### config.mk
export PLATFORM = sky130hd
export DESIGN_NAME = s2mm_writer
export DESIGN_NICKNAME = d
export VERILOG_FILES = /design/src/rtl/s2mm_writer.sv
export SDC_FILE = /design/constraint.sdc
export NUM_CORES = 1
export LEC_CHECK = 0
export ABC_AREA = 0
export CORE_MARGIN = 2
export CORE_UTILIZATION = 25
export DETAILED_ROUTE_END_ITERATION = 8
export HOLD_SLACK_MARGIN = 0.05
export PLACE_DENSITY = 0.7
export SLEW_MARGIN = 20
export SYNTH_ARGS = -nofsm -noshare
export SYNTH_HDL_FRONTEND = slang
export SYNTH_SLANG_ARGS = --single-unit
export TNS_END_PERCENT = 10
### constraint.sdc
create_clock -name SYS_aclk -period 1.3 [get_ports SYS_aclk]
set_input_delay 0.13 -clock SYS_aclk [delete_from_list [all_inputs] [get_ports SYS_aclk]]
set_output_delay 0.13 -clock SYS_aclk [all_outputs]
set_load 0.05 [all_outputs]
### src/rtl/s2mm_writer.sv
// Stream-to-MM writer: one AXI-Stream sample becomes one single-beat AXI4 write; optional S2MM_WRITER_ERROR_COUNT_EN adds a bresp error counter.
// Latency: accept at edge N, AW/W handshake at N+1 (zero-wait), B at N+2, next accept at N+3 (one sample per 3 cycles).
// Backpressure: tready is high only in IDLE, so one write is outstanding; tready depends on state only, never on AXI inputs.
module s2mm_writer #(
   parameter int MM_ADDR_WIDTH = 32,
   parameter int DATA_WIDTH    = 32
) (
   input  logic                      SYS_aclk,
   input  logic                      SYS_aresetn,
   input  logic [DATA_WIDTH-1:0]     S_AXIS_tdata,
   input  logic                      S_AXIS_tvalid,
   output logic                      S_AXIS_tready,
   input  logic [MM_ADDR_WIDTH-1:0]  SM_write_buffer,
   output logic                      SM_reading,
   output logic                      SM_writing,
   output logic [MM_ADDR_WIDTH-1:0]  M_AXI_awaddr,
   output logic [7:0]                M_AXI_awlen,
   output logic [2:0]                M_AXI_awsize,
   output logic [1:0]                M_AXI_awburst,
   output logic [3:0]                M_AXI_awcache,
   output logic [2:0]                M_AXI_awprot,
   output logic                      M_AXI_awvalid,
   input  logic                      M_AXI_awready,
   output logic [DATA_WIDTH-1:0]     M_AXI_wdata,
   output logic [DATA_WIDTH/8-1:0]   M_AXI_wstrb,
   output logic                      M_AXI_wlast,
   output logic                      M_AXI_wvalid,
   input  logic                      M_AXI_wready,
   input  logic [1:0]                M_AXI_bresp,
   input  logic                      M_AXI_bvalid,
   output logic                      M_AXI_bready
`ifdef S2MM_WRITER_ERROR_COUNT_EN
   ,
   output logic [31:0]               S2MM_error_count
`endif
);

   typedef enum logic [1:0] {IDLE, XFER, RESP} state_t;

   typedef struct packed {
      logic [MM_ADDR_WIDTH-1:0] addr;
      logic [DATA_WIDTH-1:0]    dat;
   } beat_t;

   localparam logic [2:0] AW_SIZE = (DATA_WIDTH == 64) ? 3'd3 : 3'd2;

   state_t state_q, state_d;
   beat_t  beat_q;
   logic   run_q;
   logic   aw_vld_q, w_vld_q;
   logic   accept, aw_hs, w_hs, b_hs;
   logic   tready_c, bready_c;

   assign M_AXI_awlen   = 8'd0;
   assign M_AXI_awsize  = AW_SIZE;
   assign M_AXI_awburst = 2'b01;
   assign M_AXI_awcache = 4'b0011;
   assign M_AXI_awprot  = 3'b000;
   assign M_AXI_wstrb   = '1;
   assign M_AXI_wlast   = 1'b1;

   assign M_AXI_awaddr  = beat_q.addr;
   assign M_AXI_wdata   = beat_q.dat;
   assign M_AXI_awvalid = aw_vld_q;
   assign M_AXI_wvalid  = w_vld_q;
   assign S_AXIS_tready = tready_c;
   assign M_AXI_bready  = bready_c;

   assign accept     = S_AXIS_tvalid & tready_c;
   assign aw_hs      = aw_vld_q & M_AXI_awready;
   assign w_hs       = w_vld_q & M_AXI_wready;
   assign b_hs       = M_AXI_bvalid & bready_c;
   assign SM_reading = accept;
   assign SM_writing = b_hs;

   // run_q keeps tready low while reset is held and for the release cycle.
   always_comb begin
      state_d  = state_q;
      tready_c = 1'b0;
      bready_c = 1'b0;
      case (state_q)
         IDLE: begin
            tready_c = run_q;
            if (S_AXIS_tvalid && run_q) state_d = XFER;
         end
         XFER: begin
            if ((!aw_vld_q || M_AXI_awready) && (!w_vld_q || M_AXI_wready))
               state_d = RESP;
         end
         RESP: begin
            bready_c = 1'b1;
            if (M_AXI_bvalid) state_d = IDLE;
         end
         default: state_d = IDLE;
      endcase
   end

   always_ff @(posedge SYS_aclk or negedge SYS_aresetn) begin
      if (!SYS_aresetn) begin
         state_q  <= IDLE;
         run_q    <= 1'b0;
         beat_q   <= '0;
         aw_vld_q <= 1'b0;
         w_vld_q  <= 1'b0;
      end else begin
         state_q <= state_d;
         run_q   <= 1'b1;
         if (accept) begin
            beat_q.addr <= SM_write_buffer;
            beat_q.dat  <= S_AXIS_tdata;
            aw_vld_q    <= 1'b1;
            w_vld_q     <= 1'b1;
         end else begin
            if (aw_hs) aw_vld_q <= 1'b0;
            if (w_hs)  w_vld_q  <= 1'b0;
         end
      end
   end

`ifdef S2MM_WRITER_ERROR_COUNT_EN
   logic [31:0] err_cnt_q;

   always_ff @(posedge SYS_aclk or negedge SYS_aresetn) begin
      if (!SYS_aresetn)
         err_cnt_q <= '0;
      else if (b_hs && (M_AXI_bresp != 2'b00) && (err_cnt_q != 32'hFFFF_FFFF))
         err_cnt_q <= err_cnt_q + 32'd1;
   end

   assign S2MM_error_count = err_cnt_q;
`else
   logic unused_bresp;
   assign unused_bresp = ^M_AXI_bresp;
`endif

endmodule
# --- Word-level counts from Yosys, hierarchy flattened ---
# Index checks and enable logic that the tools add are counted.
# W data, S select, Z words.
op_classes:
  muxes: 10
  n_eq_ne: 5
  bitwise: 4
  reduce_logical: 10
op_table:
  columns: ["operator", "n"]
  rows:
  - ["$mux W1", 6]
  - ["$mux W2", 3]
  - ["$ne A2 B2 Y1 const B", 3]
  - ["$pmux W2 S3", 1]
  - ["$and A1 B1 Y1", 4]
  - ["$reduce_bool A2 Y1", 2]
  - ["$reduce_and A3 Y1", 1]
  - ["$eq A2 B1 Y1 const B", 1]
  - ["$eq A2 B2 Y1 const B", 1]
  - ["$logic_and A1 B1 Y1", 2]
  - ["$logic_not A1 Y1", 2]
  - ["$logic_not A2 Y1", 1]
  - ["$logic_or A1 B1 Y1", 2]
word_totals:
  output_inout_bits: 95
  ff_bits: 69
  in_bits: 72
  word_cells: 35

# --- Depth between registers and ports, before layout ---
logic_depth:
  depth_word: 5
  ltp_mapped: 6
  mapped_depth_nobuf: 4

# --- Worst setup path before layout ---
# OpenSTA, ideal clock, no wires.
synth_path:
  kind: "register to register"
  start: "reg state_q[0]"
  end: "reg beat_q, in the netlist M_AXI_awaddr[10]"
  period_less_slack_ps: 2133
  arrival_ps: 2008
  path_stages_with_launch: 7
  slack_ps: -833
  t_required_ps: 1175
  setup_ps: 125
  path_cell_list: "dfrtp_1 > nor3b_2 > nand2_2 > inv_2 > buf_12 > buf_12 > mux2_4"
synth_between:
  elab_chain_cells: 3
synth_lines:
  columns: ["element", "line", "rtl"]
  rows:
  - ["from (decl)", "47", "state_t state_q, state_d;"]
  - ["from (signal assigned)", "106", "state_q <= state_d;"]
  - ["$logic_not A2 Y1", "81", "case (state_q)"]
  - ["$mux W1", "81", null]
  - ["net S_AXIS_tready", "12", "output logic S_AXIS_tready,"]
  - ["$and A1 B1 Y1", "69", "assign accept = S_AXIS_tvalid & tready_c;"]
  - ["net SM_reading", "14", "output logic SM_reading,"]
  - ["to (decl)", "48", "beat_t beat_q;"]
# The timed path passes the listed nets, and every way through them passes these cells.
# A chain may end at the register's enable or synchronous reset.

# --- Final worst setup path ---
layout_path:
  start: "reg state_q[1]"
  end: "reg beat_q, in the netlist M_AXI_wdata[3]"
layout_between:
  elab_chain_cells: 3
layout_lines:
  columns: ["element", "line"]
  rows:
  - ["$logic_not A2 Y1", "81"]
  - ["$mux W1", "81"]
  - ["$and A1 B1 Y1", "69"]
# Every way passes these cells.

==> flow_metrics.tcl <==
set metrics [dict create \
    timing.fmax_ghz 0.657 \
    crit_required_ns 1.51 \
    grt_pass1_wl_mm 11.8 \
    die_width_um 114 \
    ant_nets 0 \
    drtIter0Drc 90 \
    grt_usage_pct 12.1 \
    io_pins 167 \
    post-place-cells 472 \
    numPortBuffers 139 \
    total_power_mw 17.7 \
    die_area_um2 13100 \
    synthCells 182 \
    grt_max_degree 70 \
    yosysWarnings 0 \
    clk_path_buf_depth 2 \
    finalWirelength_mm 7.56 \
    synth.cell_area_um2 3040 \
    synth_edf_count 0 \
    fill_cells 1006 \
    rows 40 \
    clock_skew_ns 0.00591 \
    htreeDepth 3 \
    place_area_um2 5230 \
    synth_top_cell_by_area "dfrtp_1" \
    numCtsBuffers 9 \
    drive_gt1_share_pct 50.4 \
    path_class "reg2reg" \
    rsz0062_at_grt "yes" \
    drt-pass1-iter-count 3 \
    synthFlopType "dfrtp_1" \
    maxSlewViolCount 0 \
    area_growth_pct 91.1 \
    pre_cts_ws_ns -0.250 \
    failed_checks "setup timing" \
    worstSetupStartpointType "register" \
    timing.final.crit_share_pct 117 \
    cap_violations 0 \
    coreArea_um2 12000 \
    status "finished, violations left" \
    synth_area_leaders "dfrtp_1 (57%), mux2_4 (24%), buf_4 (6.4%)" \
    powerDensity_nw_per_um2 3040 \
    min_period_ns 1.52 \
    dp_hpwl_mm 5.32 \
    synth_commonest_cells "dfrtp_1 (69), mux2_4 (49), buf_4 (26), mux2_2 (15), buf_12 (6)" \
    path_max_fanout 9 \
    ys_seq_area_share_pct 56.7 \
    yosysMostFrequentCell "dfrtp_1" \
    ff2ff_setup_slack_ns -0.22 \
    cts-root-buf "clkbuf_16" \
    route.detailed.drc 0 \
    die_h_um 114 \
    grt_pass1_vias 2165 \
    utilization_pct 48.6 \
    ys_seq_elements 69 \
    async_flop_share_pct 100 \
    globalRoute.totalOverflow 0 \
    clk_pin_slew_ns 0.06 \
    vias 1988 \
    hp-class "in2async" \
    initial_core_util_pct 25.4 \
    ys_types 17 \
    cts_tree "done" \
    gp_congestion 0.717 \
    whs_ns 0.360 \
    postLayoutSetupSlackWorst_ns -0.222 \
    fin_setup_tns_ns -13.42 \
    nNetsFinal 420 \
    antenna_cells 0 \
    synth.top_cell.area_share_pct 56.7 \
    ir_drop_uv 1560 \
    p_leak_nw 2.66 \
    finalNonFillerCells 500 \
    routedWlPerCell_um 15.1 \
    via_per_inst 3.98 \
    cts_num_sinks 69 \
    crit_path_end_kind "register" \
    syn_area_per_cell_um2 16.7 \
    worstSkewPairLatency_ns 0.34 \
    hold_viol_final 0 \
    multi_input_area_um2 1150 \
    crit_arrival_ns 1.74 \
    antenna_found_initial 0 \
    finalSetupViolations 68 \
    final_design_area_no_fill_um2 5820 \
    ff_latch_area_um2 1730 \
]
## power by group
group / switching [mW] / internal (mW) / total, mW
Sequential: 1.17 / 3.19 / 4.36
Combinational: 5.07 / 5.81 / 10.9
Clock: 0.948 / 1.49 / 2.44
Total: 7.19 / 10.5 / 17.7
## kinds of logic after synthesis
| group | count (synthesis) | share of synthesized area (%) |
|---|---|---|
| other | 2 | 0.247 |
| AOI/OAI and AO/OA | 2 | 0.534 |
| muxes | 64 | 29.7 |
| DFF | 69 | 56.7 |
| and+or+nand+nor | 11 | 2.18 |
| buffers and inverters | 34 | 10.6 |
## per-layer routing
metal	GRT usage [%]	share of wire, %
met1	14.7	42
met2	18.1	46
met3	6.46	11
met4	4.63	1.4
met5	0	0
## flip-flops by register name, summed over array words and instances, names as in the netlist
name,count
M_AXI_awaddr,32
M_AXI_wvalid,1
state_q,2
run_q,1
M_AXI_wdata,32
M_AXI_awvalid,1
## final cells by class
cell class	instances	share of cell area [%]
timing repair buffer	163	42.0
sequential	69	29.7
multi-input combinational	103	19.8
clock buffer	9	3.87
tap	147	3.16
clock inverter	7	1.27
inverter	2	0.215
## cells in the final DEF, fill, tap and decap left out, types with 2 or more instances in the layout
| cell type | count |
|---|---|
| buf_12 | 74 |
| buf_16 | 3 |
| buf_4 | 8 |
| buf_6 | 4 |
| buf_8 | 2 |
| clkbuf_16 | 11 |
| clkdlybuf4s50_1 | 68 |
| clkinv_2 | 2 |
| clkinv_4 | 3 |
| conb_1 | 26 |
| dfrtp_1 | 69 |
| mux2_4 | 64 |
| nand2_1 | 4 |
| nand2b_1 | 2 |
## critical path, stage by stage, from the launching register on
cell and delay [ns]:
dfrtp_1 0.41, nor3b_4 0.23, nand2_2 0.10, clkinv_4 0.08
buf_6 0.14, buf_16 0.14, mux2_4 0.30
## worst paths after layout
kind	cells after the start	to	from
max	6	M_AXI_wdata[3]	state_q[1]
min	3	M_AXI_wdata[20]	SYS_aresetn
max reg2reg	6	M_AXI_wdata[3]	state_q[1]
min reg2reg	1	M_AXI_awaddr[10]	M_AXI_awaddr[10]
max in group asynchronous	3	M_AXI_wdata[12]	SYS_aresetn
min in group SYS_aclk	2	M_AXI_awaddr[6]	SM_write_buffer[6]
## what timing repair did
item,CTS,global route
gates resized for setup,23,8
setup endpoints to repair,68,68
hold buffers,1,0
cloned,2,2
buffers inserted,6,1
hold endpoints to repair,69,0
pin swaps,2,2
Power figures use the tool's default switching activity.
